**src/rtl/game_pkg.sv**
```systemverilog
// rtl/game_pkg.sv - state encoding, seconds width and saturating increment for the session sequencer
package game_pkg;

  localparam int SECS_W = 8;

  typedef logic [SECS_W-1:0] secs_t;

  localparam logic [2:0] ST_IDLE      = 3'd0;
  localparam logic [2:0] ST_COUNTDOWN = 3'd1;
  localparam logic [2:0] ST_PLAY      = 3'd2;
  localparam logic [2:0] ST_RESULT    = 3'd3;
  localparam logic [2:0] ST_FINISH    = 3'd4;

  // Increment that sticks at the all-ones value of a 'width'-bit counter.
  function automatic logic [31:0] sat_inc(input logic [31:0] val, input int unsigned width);
    logic [31:0] max_val;
    max_val = (width >= 32) ? 32'hFFFF_FFFF : ((32'd1 << width) - 32'd1);
    sat_inc = (val >= max_val) ? max_val : (val + 32'd1);
  endfunction

endpackage

```
**src/rtl/sec_down_counter.sv**
```systemverilog
// rtl/sec_down_counter.sv - loadable seconds down-counter with tick enable and zero hold
module sec_down_counter
  import game_pkg::*;
(
  input  logic  clk,
  input  logic  rst_n,
  input  logic  clr,
  input  logic  load,
  input  secs_t load_val,
  input  logic  tick,
  output secs_t count,
  output logic  at_one
);

  secs_t count_q;
  secs_t count_d;

  // Clear beats load, load beats a tick; a tick at zero leaves the count alone.
  always_comb begin
    count_d = count_q;
    if (clr) begin
      count_d = '0;
    end else if (load) begin
      count_d = load_val;
    end else if (tick && (count_q != '0)) begin
      count_d = count_q - secs_t'(1);
    end
  end

  // Count register.
  always_ff @(posedge clk or negedge rst_n) begin
    if (!rst_n) begin
      count_q <= '0;
    end else begin
      count_q <= count_d;
    end
  end

  assign count  = count_q;
  assign at_one = (count_q == secs_t'(1));

endmodule

```
**src/rtl/game_session_ctrl.sv**
```systemverilog
// rtl/game_session_ctrl.sv - multi-round game session sequencer: countdown, timed play, result, next round
module game_session_ctrl
  import game_pkg::*;
#(
  parameter int NUM_GAMES      = 3,
  parameter int NUM_ROUNDS     = 3,
  parameter int ROUND_SECS     = 30,
  parameter int COUNTDOWN_SECS = 3,
  parameter int SCORE_W        = 8
) (
  input  logic                              clk,
  input  logic                              rst_n,
  input  logic                              tick_1s,
  input  logic                              start,
  input  logic                              abort,
  input  logic                              point,
  input  logic                              game_done,
  output logic [NUM_GAMES-1:0]              game_en,
  output logic [2:0]                        state,
  output logic [7:0]                        secs_left,
  output logic [$clog2(NUM_ROUNDS+1)-1:0]   round_idx,
  output logic [SCORE_W-1:0]                round_score,
  output logic [SCORE_W-1:0]                total_score,
  output logic                              session_done
);

  localparam int RIDX_W = $clog2(NUM_ROUNDS + 1);
  localparam secs_t CD_LOAD    = secs_t'(COUNTDOWN_SECS);
  localparam secs_t ROUND_LOAD = secs_t'(ROUND_SECS);
  localparam logic [RIDX_W-1:0] LAST_ROUND = RIDX_W'(NUM_ROUNDS - 1);
  localparam logic [RIDX_W-1:0] RIDX_ONE   = RIDX_W'(1);

  logic [2:0]           state_q, state_d;
  logic [NUM_GAMES-1:0] game_en_q, game_en_d;
  logic [RIDX_W-1:0]    round_idx_q, round_idx_d;
  logic [SCORE_W-1:0]   round_score_q, round_score_d;
  logic [SCORE_W-1:0]   total_score_q, total_score_d;
  logic                 session_done_q, session_done_d;

  logic                 cnt_clr;
  logic                 cnt_load;
  secs_t                cnt_load_val;
  logic                 cnt_tick;
  secs_t                cnt_value;
  logic                 cnt_at_one;
  logic [NUM_GAMES-1:0] game_onehot;

  // One shared timer serves both the countdown and the play phase.
  sec_down_counter u_timer (
    .clk      (clk),
    .rst_n    (rst_n),
    .clr      (cnt_clr),
    .load     (cnt_load),
    .load_val (cnt_load_val),
    .tick     (cnt_tick),
    .count    (cnt_value),
    .at_one   (cnt_at_one)
  );

  // Round r plays game (r mod NUM_GAMES).
  always_comb begin
    game_onehot = '0;
    for (int g = 0; g < NUM_GAMES; g++) begin
      if ((int'(round_idx_q) % NUM_GAMES) == g) begin
        game_onehot[g] = 1'b1;
      end
    end
  end

  // Session FSM, score accumulation and timer control; abort overrides everything.
  always_comb begin
    state_d        = state_q;
    game_en_d      = game_en_q;
    round_idx_d    = round_idx_q;
    round_score_d  = round_score_q;
    total_score_d  = total_score_q;
    session_done_d = 1'b0;
    cnt_clr        = 1'b0;
    cnt_load       = 1'b0;
    cnt_load_val   = CD_LOAD;
    cnt_tick       = 1'b0;

    if (abort) begin
      state_d   = ST_IDLE;
      game_en_d = '0;
      cnt_clr   = 1'b1;
    end else begin
      case (state_q)
        ST_IDLE, ST_FINISH: begin
          if (start) begin
            state_d       = ST_COUNTDOWN;
            cnt_load      = 1'b1;
            cnt_load_val  = CD_LOAD;
            round_idx_d   = '0;
            round_score_d = '0;
            total_score_d = '0;
          end
        end
        ST_COUNTDOWN: begin
          if (tick_1s) begin
            if (cnt_at_one) begin
              state_d       = ST_PLAY;
              cnt_load      = 1'b1;
              cnt_load_val  = ROUND_LOAD;
              round_score_d = '0;
              game_en_d     = game_onehot;
            end else begin
              cnt_tick = 1'b1;
            end
          end
        end
        ST_PLAY: begin
          if (point) begin
            round_score_d = SCORE_W'(sat_inc(32'(round_score_q), SCORE_W));
            total_score_d = SCORE_W'(sat_inc(32'(total_score_q), SCORE_W));
          end
          cnt_tick = tick_1s;
          if ((tick_1s && cnt_at_one) || game_done) begin
            state_d   = ST_RESULT;
            game_en_d = '0;
          end
        end
        ST_RESULT: begin
          if (tick_1s) begin
            if (round_idx_q == LAST_ROUND) begin
              state_d        = ST_FINISH;
              session_done_d = 1'b1;
            end else begin
              state_d      = ST_COUNTDOWN;
              round_idx_d  = round_idx_q + RIDX_ONE;
              cnt_load     = 1'b1;
              cnt_load_val = CD_LOAD;
            end
          end
        end
        default: begin
          state_d   = ST_IDLE;
          game_en_d = '0;
        end
      endcase
    end
  end

  // Registered session state and outputs.
  always_ff @(posedge clk or negedge rst_n) begin
    if (!rst_n) begin
      state_q        <= ST_IDLE;
      game_en_q      <= '0;
      round_idx_q    <= '0;
      round_score_q  <= '0;
      total_score_q  <= '0;
      session_done_q <= 1'b0;
    end else begin
      state_q        <= state_d;
      game_en_q      <= game_en_d;
      round_idx_q    <= round_idx_d;
      round_score_q  <= round_score_d;
      total_score_q  <= total_score_d;
      session_done_q <= session_done_d;
    end
  end

  assign state        = state_q;
  assign game_en      = game_en_q;
  assign secs_left    = cnt_value;
  assign round_idx    = round_idx_q;
  assign round_score  = round_score_q;
  assign total_score  = total_score_q;
  assign session_done = session_done_q;

endmodule

```
**config.mk**
```make
export PLATFORM = sky130hd
export DESIGN_NAME = game_session_ctrl
export DESIGN_NICKNAME = d
export VERILOG_FILES = /design/src/rtl/game_pkg.sv /design/src/rtl/sec_down_counter.sv /design/src/rtl/game_session_ctrl.sv
export SDC_FILE = /design/constraint.sdc
export NUM_CORES = 1
export LEC_CHECK = 0
export BUFFER_PORTS_ARGS = -buffer_cell sky130_fd_sc_hd__buf_2
export CORE_MARGIN = 4
export CORE_UTILIZATION = 50
export CTS_BUF_LIST = sky130_fd_sc_hd__clkbuf_4
export CTS_CLUSTER_DIAMETER = 30
export DETAILED_ROUTE_END_ITERATION = 10
export PLACE_DENSITY = 0.75
export RECOVER_POWER = 25
export SETUP_SLACK_MARGIN = 0.02
export SLEW_MARGIN = 10
export SYNTH_ARGS = -nofsm -noshare
export SYNTH_HDL_FRONTEND = slang
export SYNTH_HIERARCHICAL = 1
export SYNTH_SLANG_ARGS = --single-unit
```
**constraint.sdc**
```tcl
create_clock -name clk -period 3.3 [get_ports clk]
set_clock_uncertainty 0.2 [all_clocks]
set_input_delay 0.66 -clock clk [delete_from_list [all_inputs] [get_ports clk]]
set_output_delay 0.66 -clock clk [all_outputs]
set_load 0.1 [all_outputs]
```
==> Yosys cells after proc, flatten, opt, wreduce, memory -nomap -nowiden <==
Cells that the tools add are included.
{ "op_classes": {"addsub": 4, "div_mod_pow": 1, "order_cmp": 2, "n_eq_ne": 20, "muxes": 52, "n_bitwise": 1, "reduce_logical": 17} }
{ "ops": {"columns": ["op", "n"], "rows": [
  ["$mux 8", 10],
  ["$mux 3", 11],
  ["$eq 32x2->1 const B", 1],
  ["$eq 32x3->1 const B", 1],
  ["$logic_not 32->1", 1],
  ["$mod 3x3->32 const B", 1],
  ["$pmux 8 s3", 1],
  ["$mux 5", 4],
  ["$mux 1", 17],
  ["$add 8x1->8 const B", 2],
  ["$ge 8x8->1 const B", 2],
  ["$pmux 8 s2", 1],
  ["$ne 3x3->1 const B", 5],
  ["$ne 2x2->1 const B", 6],
  ["$pmux 3 s4", 1],
  ["$reduce_and 5->1", 2],
  ["$pmux 3 s3", 1],
  ["$eq 8x1->1 const B", 1],
  ["$reduce_and 4->1", 2],
  ["$reduce_bool 8->1", 1],
  ["$sub 8x1->8 const B", 1],
  ["$eq 3x2->1 const B", 2],
  ["$mux 2", 3],
  ["$reduce_and 6->1", 1],
  ["16 further kinds", 19]
]} }
{ "word_totals": {"regBits": 33, "inputBits": 7, "out_inout_bits": 33, "wordCells": 104} }

==> Depth between registers and ports, before layout <==
{ "logic_depth": {"word_depth": 9, "ltp_mapped": 11, "ltp_nobuf": 11} }

==> Cells and area by module <==
The synthesis kept the hierarchy.
{ "by_module_without_submodules": {"columns": ["mod", "n_inst", "cells_each", "area_per_inst_um2", "seq_area_each_um2"], "rows": [
  ["game_session_ctrl", 1, 180, 1605.3, 625.6],
  ["sec_down_counter", 1, 63, 565.5, 200.2]
]} }

==> Least setup slack after synthesis <==
OpenSTA, ideal clock, no wires.
{ "synth_timing": {"path_type": "register to register", "start": "register u_timer.count_q[2], in the netlist u_timer/count[2]", "end": "register u_timer.count_q[4], in the netlist u_timer/count[4]", "setup_time_ns": 0.122, "arrival_time_ns": 2.961, "path_slack_ns": 0.017, "path_stages_with_launch": 11, "n_path_buf": 1, "cell_sequence": "dfrtp_1 > nor3_1 > and3_2 > nor2b_1 > a21oi_1 > or3_1 > a21oi_1 > clkbuf_1 > nor2_1 > and2_1 > a22o_1"} }
{ "synth_via": {"elab_chain_len": 7} }
{ "synth_rtl": {"columns": ["item", "line", "text"], "rows": [
  ["from (decl)", "sec_down_counter.sv:15", "secs_t count_q;"],
  ["from (signal assigned)", "sec_down_counter.sv:35", "count_q <= count_d;"],
  ["$eq 8x1->1 *", "sec_down_counter.sv:40", "assign at_one = (count_q == secs_t'(1));"],
  ["net cnt_at_one", "game_session_ctrl.sv:45", "logic cnt_at_one;"],
  ["$mux 1 *", "game_session_ctrl.sv:101", "if (cnt_at_one) begin"],
  ["$mux 1 *", "game_session_ctrl.sv:100", "if (tick_1s) begin"],
  ["$pmux 1 s3 *", "game_session_ctrl.sv:88", "case (state_q)"],
  ["$mux 1 *", "game_session_ctrl.sv:83", "if (abort) begin"],
  ["net cnt_load", "game_session_ctrl.sv:41", "logic cnt_load;"],
  ["$mux 8", "sec_down_counter.sv:23", "end else if (load) begin"],
  ["$mux 8", "sec_down_counter.sv:21", "if (clr) begin"]
]} }
Mark *: on every way through the listed nets, which the timed path passes. The rest lies on a longest branch. The select of a mux whose other input is x is not followed.
A chain may end at the register's enable or synchronous reset.

==> Final worst setup path <==
{ "layout_timing": {"start": "register u_timer.count_q[3], in the netlist u_timer/count[3]", "end": "register u_timer.count_q[5], in the netlist u_timer/count[5]"} }
The elaborated chain is that of the path after synthesis.

==> metrics.md <==
| Metric | Value |
|---|---|
| Area used by multi-input combinational logic | 0.00123 mm² |
| Total die area | 0.00546 mm² |
| Power Density | 427 mW/mm² |
| Clock Path Buffers | 2 |
| Port Buf Inserts | 39 |
| Top FF cell, synth | dfrtp_1 |
| DP Cell Count | 329 |
| Post-DR vias/cell | 5.86 |
| RSZ-0062 raised after global routing | no |
| Peak VDD IR | 0.000238 V |
| Post-synth cell types | 60 |
| DR WL met2 | 2.41 mm |
| Post-DP HPWL | 3.55 mm |
| Total global routing overflow | 0 |
| Post-synthesis sequential area ratio | 0.380 |
| # setup viols final | 0 |
| WHS | 0.343 ns |
| Asr flop ratio synth | 1.00 |
| Fin cells | 337 |
| Critical Path RT | 3.38 ns |
| Commonest cells post-synth | dfrtp_1 (33), o21ai_0 (24), nand2_1 (23) |
| Clk sinks | 33 |
| Reg area | 827 µm² |
| Routed len/inst | 14.9 µm |
| Vert. Die Dim | 73.9 µm |
| Pin count of the biggest net entering global routing | 34 |
| Routed wire length | 5.02 mm |
| Status | finished, violations left |
| Final nets | 301 |
| Ant. Diodes | 0 |
| TritonRoute pass-1 iters | 4 |
| Starting Density | 0.531 |
| Die width | 73.9 µm |
| CP Max Fanout | 12 |
| Clock transition at path regs | 0.10 ns |
| Final min period | 2.92 ns |
| Post-synth EDFFs | 0 |
| First-pass GRT wire length | 8.66 mm |
| Count leader, synth | dfrtp_1 |
| Root Driver | clkbuf_4 |
| H-tree Lvls | 2 |
| Initial antenna violation count | 0 |
| DR WL met3 | 225 µm |
| Top cells by area, synth | dfrtp_1 (38%), o21ai_0 (5.5%), ha_1 (4.6%) |
| CTS tree | done |
| Hold Buf Count CTS | 0 |
| GP Congestion | 0.883 |
| Fin. Hold Viols | 0 |
| Synthesized flop and latch total | 33 |
| Fin Setup TNS | 0 ns |
| Critical path data arrival time | 3.00 ns |
| Max Clk Rate | 343 MHz |
| Area Growth Syn to Fin | 13.6% |
| DR iter-0 viols | 97 |
| Total power | 1.05 mW |
| Leak pwr | 1.15 nW |
| Post-route ant nets | 0 |
| WS Path Type | flop to flop |
| Number of fill cells in the layout | 381 |
| CP Launch Type | flop |
| Postcts setup bufs | 0 |
| Max Cap Violations | 1 |
| Highest Signal Layer | met4 |
| Top-area cell type share of the netlist area | 0.380 |
| Inserted Clock Buffers | 5 |
| Fraction of layout cells with a size suffix above 1 | 0.244 |
| Clk Latency, worst-skew pair | 0.34 ns |
| Cell Area, Synth | 0.00217 mm² |
| Met1 WL | 2.29 mm |
| Vias | 1,975 |
| Ys Warns | 6 |
| Area leader, netlist | dfrtp_1 |
| Hold Crit Class | flop to flop |
| Core footprint | 0.00409 mm² |
| Number of global-route vias before repair | 1,888 |
| Final Max Slew Viols | 34 |
| CP Capture Type | flop |
| DRC violations left | 0 |
| Failing checks | capacitance limit, slew limit |
| Measured slew at the worst slew-check pin | 1.79 ns |
| Total I/O pin count | 40 |
| Slew Limit Headroom | -0.191 |
| Final period util | 0.884 |
| Rows | 23 |
| Gr usage total | 0.204 |
| Mapped Cells | 243 |
| Syn_area_per_cell | 8.93 µm² |
power by group:
part	internal, mW	switching, mW	leakage [nW]
logic	0.101	0.255	0.661
clock network	0.110	0.137	0.0368
registers	0.421	0.0293	0.456
total	0.631	0.422	1.15
cells by family (layout without fill, tap and decap cells):
kind of cell | count (synthesis) | after routing | synth area share
and+or+nand+nor | 94 | 94 | 0.242
muxes | 6 | 6 | 0.0288
AOI/OAI and AO/OA | 71 | 71 | 0.232
DFF | 33 | 33 | 0.380
buffers and inverters | 27 | 69 | 0.0588
xor gates and xnor gates | 2 | 2 | 0.00807
adders and majority gates | 8 | 8 | 0.0461
other | 2 | 4 | 0.00346
metal layers:
metal | GRT usage | vias to the layer above
met5 | 0 | -
met4 | 0.0744 | 0
met3 | 0.0424 | 9
met2 | 0.339 | 53
met1 | 0.261 | 943
li1 | - | 970
stage by stage:
stage	util	worst slack [ns]	area, µm²
2_1_floorplan	-	0.0307	2180
3_3_place_gp	0.587	0.376	2400
6_report	0.603	0.382	2470
3_5_place_dp	0.587	0.335	2400
4_1_cts	0.602	0.298	2460
5_1_grt	0.603	0.107	2470
cell usage in the layout (no fill, tap or decap), types with 5 or more instances in the layout:
| cell type | netlist | layout |
|---|---|---|
| nand2_1 | 23 | 23 |
| a21oi_1 | 10 | 10 |
| dfrtp_1 | 33 | 32 |
| clkbuf_4 | 0 | 8 |
| inv_1 | 20 | 20 |
| nor2_1 | 14 | 14 |
| nor3_1 | 7 | 7 |
| buf_2 | 2 | 38 |
| and3_1 | 7 | 7 |
| o21ai_0 | 24 | 24 |
| ha_1 | 8 | 8 |
| nand4_1 | 5 | 5 |
| nand3_1 | 6 | 6 |
critical path: stages, from the launching register on:
cell and delay, ns:
dfrtp_1 0.44, nor3_1 0.37, and3_2 0.27, nor2b_1 0.21
a21oi_1 0.05, or3_1 0.36, a21oi_1 0.15, buf_4 0.18
o21bai_1 0.09, a41oi_2 0.32, a32o_1 0.22
what timing repair did:
item,CTS,global route
gates resized for setup,0,1
endpoints found under the setup margin,0,1
endpoints found under the hold margin,0,0
flip-flops by register name, summed over array words and instances, names as in the netlist:
| signal | count |
|---|---|
| u_timer/count | 8 |
| total_score | 8 |
| round_score | 8 |
| state | 3 |
| session_done | 1 |
| round_idx | 2 |
| game_en | 3 |
path summary, 6_finish.rpt:
| path | start | end | slack [ns] | cells after the start |
|---|---|---|---|---|
| worst max-delay path | u_timer/count[3] | u_timer/count[5] | 0.38 | 10 |
| worst min-delay path | game_en[2] | game_en[2] | 0.34 | 2 |
| worst max register to register | u_timer/count[3] | u_timer/count[5] | 0.38 | 10 |
| worst min register to register | game_en[2] | game_en[2] | 0.34 | 2 |
| max in group asynchronous | rst_n | u_timer/count[2] | 1.16 | 1 |
| min in group asynchronous | rst_n | total_score[4] | 0.59 | 1 |
area by class of cell:
| class | instances | share of cell area |
|---|---|---|
| flip-flops and latches | 33 | 0.335 |
| clock buffers | 8 | 0.0244 |
| well taps | 50 | 0.0254 |
| multi-input cells | 185 | 0.500 |
| repair buffers | 41 | 0.0847 |
| inverters | 20 | 0.0304 |
Note: power is estimated with default switching activity, not from simulation.
